$ cat config.mk
export PLATFORM = sky130hd
export DESIGN_NAME = result_store_writer
export DESIGN_NICKNAME = d
export VERILOG_FILES = /design/src/rtl/result_store_writer_pkg.sv /design/src/rtl/result_store_writer_lane_select.sv /design/src/rtl/result_store_writer.sv
export SDC_FILE = /design/constraint.sdc
export NUM_CORES = 2
export LEC_CHECK = 0
export ABC_AREA = 1
export CAP_MARGIN = 20
export CORE_AREA = 2 2 761 763
export CTS_CLUSTER_SIZE = 30
export DETAILED_ROUTE_END_ITERATION = 16
export DIE_AREA = 0 0 763 765
export PLACE_DENSITY_LB_ADDON = 0.25
export SLEW_MARGIN = 20
export SYNTH_ARGS = -nofsm -noshare
export SYNTH_HDL_FRONTEND = slang
export SYNTH_SLANG_ARGS = --single-unit
$ cat constraint.sdc
create_clock -name clk -period 130.9 [get_ports clk]
set_clock_uncertainty 0.2 [all_clocks]
set_input_delay 26.18 -clock clk [delete_from_list [all_inputs] [get_ports clk]]
set_output_delay 26.18 -clock clk [all_outputs]
set_load 0.02 [all_outputs]
$ cat src/rtl/result_store_writer_pkg.sv
// Shared constants, state encoding and helpers for the 17-bit result store path.
// Lane geometry and FSM codes are collected here so every file agrees on them.
package result_store_writer_pkg;

    localparam int LANE_W          = 17;
    localparam int DEF_MAC_NUM     = 112;
    localparam int CNT_W           = 7;

    typedef enum logic [1:0] {
        ST_IDLE  = 2'd0,
        ST_WRITE = 2'd1,
        ST_DONE  = 2'd2
    } wr_state_e;

    // Requested lane count clamped to the number of lanes physically present.
    function automatic logic [CNT_W-1:0] eff_count(input logic [CNT_W-1:0] req,
                                                   input int mac_num);
        logic [CNT_W-1:0] res;
        if (int'(req) > mac_num) begin
            res = CNT_W'(mac_num);
        end else begin
            res = req;
        end
        return res;
    endfunction

endpackage

$ cat src/rtl/result_store_writer_lane_select.sv
// Combinational lane mux with optional ReLU clamp on the selected 17-bit lane.
// Out-of-range indices yield zero so the look-ahead select past the last lane is harmless.
module lane_select
    import result_store_writer_pkg::*;
#(
    parameter int MAC_NUM = DEF_MAC_NUM
) (
    input  logic [MAC_NUM*LANE_W-1:0] data_i,
    input  logic [CNT_W-1:0]          idx_i,
    input  logic                      relu_en_i,
    output logic [LANE_W-1:0]         lane_o
);

    logic [LANE_W-1:0] raw_s;

    // Select the indexed lane, then clamp negatives when ReLU is enabled.
    always_comb begin
        raw_s  = '0;
        lane_o = '0;
        if (int'(idx_i) < MAC_NUM) begin
            raw_s = data_i[int'(idx_i)*LANE_W +: LANE_W];
        end else begin
            raw_s = '0;
        end
        if (relu_en_i && raw_s[LANE_W-1]) begin
            lane_o = '0;
        end else begin
            lane_o = raw_s;
        end
    end

endmodule

$ cat src/rtl/result_store_writer.sv
// Captures one MAC_NUM-lane result vector and streams its lanes into the feature-map
// BRAM at consecutive addresses, honouring back-pressure from the write port.
module result_store_writer
    import result_store_writer_pkg::*;
#(
    parameter int MAC_NUM = DEF_MAC_NUM,
    parameter int ADDR_W  = 13
) (
    input  logic                      clk,
    input  logic                      rst,
    input  logic                      start,
    input  logic [MAC_NUM*LANE_W-1:0] store_data_17,
    input  logic [CNT_W-1:0]          lane_cnt,
    input  logic [ADDR_W-1:0]         base_addr,
    input  logic                      relu_en,
    input  logic                      wr_ready,
    output logic                      bram_we,
    output logic [ADDR_W-1:0]         bram_addr,
    output logic [LANE_W-1:0]         bram_din,
    output logic                      busy,
    output logic                      done
);

    wr_state_e                 state_q;
    logic [MAC_NUM*LANE_W-1:0] data_q;
    logic [CNT_W-1:0]          cnt_q;
    logic [CNT_W-1:0]          idx_q;
    logic [CNT_W-1:0]          idx_d;
    logic [ADDR_W-1:0]         addr_q;
    logic [ADDR_W-1:0]         addr_d;
    logic                      relu_q;
    logic                      we_q;
    logic                      busy_q;
    logic                      done_q;
    logic [LANE_W-1:0]         din_q;

    logic [MAC_NUM*LANE_W-1:0] sel_data_s;
    logic [CNT_W-1:0]          sel_idx_s;
    logic                      sel_relu_s;
    logic [LANE_W-1:0]         lane_s;
    logic [CNT_W-1:0]          eff_cnt_s;
    logic                      accept_s;

    assign eff_cnt_s = eff_count(lane_cnt, MAC_NUM);
    assign idx_d     = idx_q + 7'd1;
    assign addr_d    = addr_q + ADDR_W'(1'b1);
    assign accept_s  = (state_q == ST_IDLE) && start;

    // In IDLE the mux looks at the live inputs so lane 0 can be registered on the
    // capture edge; afterwards it looks one lane ahead of the one on the bus.
    always_comb begin
        sel_data_s = data_q;
        sel_idx_s  = idx_d;
        sel_relu_s = relu_q;
        if (state_q == ST_IDLE) begin
            sel_data_s = store_data_17;
            sel_idx_s  = 7'd0;
            sel_relu_s = relu_en;
        end else begin
            sel_data_s = data_q;
            sel_idx_s  = idx_d;
            sel_relu_s = relu_q;
        end
    end

    lane_select #(
        .MAC_NUM (MAC_NUM)
    ) u_lane_select (
        .data_i    (sel_data_s),
        .idx_i     (sel_idx_s),
        .relu_en_i (sel_relu_s),
        .lane_o    (lane_s)
    );

    // Result vector capture; deliberately left without reset.
    always_ff @(posedge clk) begin
        if (accept_s && !rst) begin
            data_q <= store_data_17;
        end
    end

    // Transfer FSM with registered BRAM strobe, address, data and status outputs.
    always_ff @(posedge clk) begin
        if (rst) begin
            state_q <= ST_IDLE;
            cnt_q   <= 7'd0;
            idx_q   <= 7'd0;
            addr_q  <= '0;
            relu_q  <= 1'b0;
            we_q    <= 1'b0;
            busy_q  <= 1'b0;
            done_q  <= 1'b0;
            din_q   <= 17'd0;
        end else begin
            case (state_q)
                ST_IDLE: begin
                    done_q <= 1'b0;
                    if (start) begin
                        relu_q <= relu_en;
                        cnt_q  <= eff_cnt_s;
                        idx_q  <= 7'd0;
                        addr_q <= base_addr;
                        if (eff_cnt_s != 7'd0) begin
                            state_q <= ST_WRITE;
                            we_q    <= 1'b1;
                            busy_q  <= 1'b1;
                            din_q   <= lane_s;
                        end else begin
                            state_q <= ST_DONE;
                            done_q  <= 1'b1;
                        end
                    end
                end
                ST_WRITE: begin
                    if (wr_ready) begin
                        if (idx_q == cnt_q - 7'd1) begin
                            state_q <= ST_DONE;
                            we_q    <= 1'b0;
                            busy_q  <= 1'b0;
                            done_q  <= 1'b1;
                        end else begin
                            idx_q  <= idx_d;
                            addr_q <= addr_d;
                            din_q  <= lane_s;
                        end
                    end
                end
                ST_DONE: begin
                    state_q <= ST_IDLE;
                    done_q  <= 1'b0;
                end
                default: begin
                    state_q <= ST_IDLE;
                    we_q    <= 1'b0;
                    busy_q  <= 1'b0;
                    done_q  <= 1'b0;
                end
            endcase
        end
    end

    assign bram_we   = we_q;
    assign bram_addr = addr_q;
    assign bram_din  = din_q;
    assign busy      = busy_q;
    assign done      = done_q;

endmodule

==> results.py <==
metrics = {
    "outcome": {
        "status": "completed",
    },
    "floorplan": {
        "die_h_um": 765,
        "core_um2": 576000,
        "rows": 279,
        "die_area_um2": 584000,
        "die_w_um": 763,
        "ios": 1962,
        "initial_core_util_pct": 15.6,
    },
    "synthesis": {
        "synth_cell_types": 40,
        "synth_ff_type": "edfxtp_1",
        "synthMostInstantiatedCell": "nand2_1",
        "ys_seq_area_share_pct": 64.8,
        "synthCells": 9044,
        "ys_seq_elements": 1953,
        "syn-num-nets": 10976,
        "yosys-top-cells-area": "edfxtp_1 (64%), nand2_1 (10%), nand3_1 (7.1%)",
        "synth_warnings": 0,
        "syn_area_um2": 89700,
        "avgSynthCellArea_um2": 9.92,
        "synth_top_cell_area_share_pct": 63.7,
        "synth_edf_count": 1904,
        "yosys.area.top_type": "edfxtp_1",
        "async_reset_ff_share_pct": 0,
        "synthTopCellsByCount": "nand2_1 (2490), edfxtp_1 (1904), nand3_1 (1278)",
    },
    "finish": {
        "syn_to_final_growth_pct": 40.8,
        "fin_cells": 18792,
        "design_area_um2": 126000,
        "final_net_count": 12759,
        "nFillCells": 62955,
        "seq_area_um2": 58200,
        "multiInputGateArea_um2": 27000,
        "drive_gt1_share_pct": 6.49,
    },
    "clocking": {
        "cts_max_level": 5,
        "root_buffer": "clkbuf_16",
        "cts_resized": 0,
        "ctsHoldBuffers": 0,
        "cts_setup_buffers": 0,
        "cts_inserted_buffers": 270,
        "clock-sinks": 1953,
        "cts_buffer_depth": 4,
        "cts_tree": "built",
        "clk_pin_slew_worst_paths_ps": 50,
        "clock_latency_ps": 920,
    },
    "sta": {
        "fin_crit_ps": 31630,
        "tns_ps": 0,
        "setup_ws_ps": 99270,
        "max_freq_mhz": 31.6,
        "finalCritPeriodShare_pct": 24.2,
        "finalHoldViolCount": 0,
        "rsz0062_at_grt": "no",
        "maxSlewHeadroom_pct": 26.9,
        "setup_violations": 0,
        "finalMaxSlewViolations": 0,
        "tightest_slew_ps": 1100,
        "finalHoldWorstSlack_ps": 265,
    },
    "routing": {
        "drtIter0Drc": 6978,
        "drt-pass1-iter-count": 8,
        "vias_per_cell": 4.06,
        "wirelength_um": 547000,
        "drc_errors": 0,
        "drtAntennaViolNets": 0,
        "vias": 76331,
        "wire_per_inst_um": 29.1,
    },
    "placed_design": {
        "dp_hpwl_um": 409000,
        "gp_congestion": 0.856,
        "dp_cells": 18142,
        "portBuffers": 1961,
        "post-place-ws_ps": 98360,
        "dpl-instance-area_um2": 118000,
    },
    "setup_path": {
        "critPathKind": "primary input to flop",
        "cp_max_fo": 138,
        "crit_arrival_ps": 31920,
        "critPathLaunchType": "primary input",
        "worstPathRequired_ps": 131200,
        "cp-end-kind": "flop",
    },
    "grt": {
        "grt_pass1_vias": 71772,
        "antenna_found_initial": 430,
        "globalRoute.totalOverflow": 0,
        "grt_pass1_wl_um": 700000,
        "grt_use_total_pct": 17.8,
        "grt_max_degree": 145,
    },
    "power_and_ir_drop": {
        "p_leak_nw": 45.5,
        "powerDensity_nw_per_um2": 14.1,
        "irDropWorstVdd_mv": 0.0105,
    },
    "hold_path": {
        "hp-class": "flop to flop",
    },
    "job": {
        "maxCapViolCount": 0,
    },
}
## through the flow
| stage | power [mW] | utilization (%) |
|---|---|---|
| 3_5_place_dp | 1.07 | 20.4 |
| 6_report | 1.78 | 22.0 |
| 5_1_grt | 1.85 | 21.9 |
| 2_1_floorplan | 0.993 | - |
| 3_3_place_gp | 1.07 | 20.4 |
| 4_1_cts | 1.81 | 21.9 |
## final cells by class
| class | count | area share [%] |
|---|---|---|
| clock buffers | 354 | 5.76 |
| well taps | 7587 | 7.51 |
| inverters | 464 | 1.41 |
| clock inverters | 122 | 0.898 |
| diodes | 174 | 0.345 |
| repair buffers | 2126 | 16.7 |
| multi-input cells | 6012 | 21.4 |
| flip-flops and latches | 1953 | 46.0 |
## metal layers
metal	wire [um]	share of wire (%)	GRT usage, %	vias to the layer above
li1	-	-	-	34800
met4	16100	2.9	5.18	286
met3	50900	9.3	6.17	992
met2	245000	45	28.0	3227
met1	234000	43	23.1	37026
met5	1770	0.32	0	-
## path summary, 6_finish.rpt
path,start,endpoint,slack (ps),cells past startpoint
max,start,data_q[1483]$_DFFE_PP_,99270,10
min,bram_din[8]$_SDFFE_PP0P_,bram_din[8]$_SDFFE_PP0P_,270,2
max reg2reg,state_q[0]$_SDFFE_PP0P_,bram_din[14]$_SDFFE_PP0P_,124070,22
min reg2reg,bram_din[8]$_SDFFE_PP0P_,bram_din[8]$_SDFFE_PP0P_,270,2
## cells by family (layout without fill, tap and decap cells)
kind of cell,after synthesis,count (layout),synth area share [%]
xor+xnor,15,15,0.177
fa+ha+maj,3,3,0.0418
other cells,0,174,0
compound gates,825,825,5.48
simple gates,5169,5169,24.3
flops,1953,1953,64.8
buf+inv,1079,3066,5.19
## report_power, final
part           total, mW  leakage [nW]  switching [mW]  internal, mW
Clock              0.726          4.07           0.313         0.413
Sequential         0.733          18.0         0.00886         0.724
Combinational      0.318          23.4           0.210         0.108
Total               1.78          45.5           0.532          1.24
## cells in the final DEF, fill, tap and decap left out, types with 201 or more instances in the layout
cell	count
nand2_1	2486
nand3_1	1278
clkbuf_16	279
o211ai_1	299
edfxtp_1	1904
inv_1	454
clkdlybuf4s50_1	1960
a21oi_1	201
nor2_1	1081
o21ai_0	298
## critical path, cell delays in order
cell and delay [ps]:
clkdlybuf4s50_1 530, inv_1 70, nor2_1 370, inv_2 190, nor2_4 260, buf_12 650, buf_4 740, buf_4 730
buf_4 830, buf_4 920
## registers in the layout, indices dropped and copies added, names as in the netlist
register / count
busy: 1
idx_q: 7
bram_addr: 13
bram_din: 17
done: 1
cnt_q: 7
relu_q: 1
data_q: 1904
state_q: 2
Note: power is estimated with default switching activity, not from simulation.
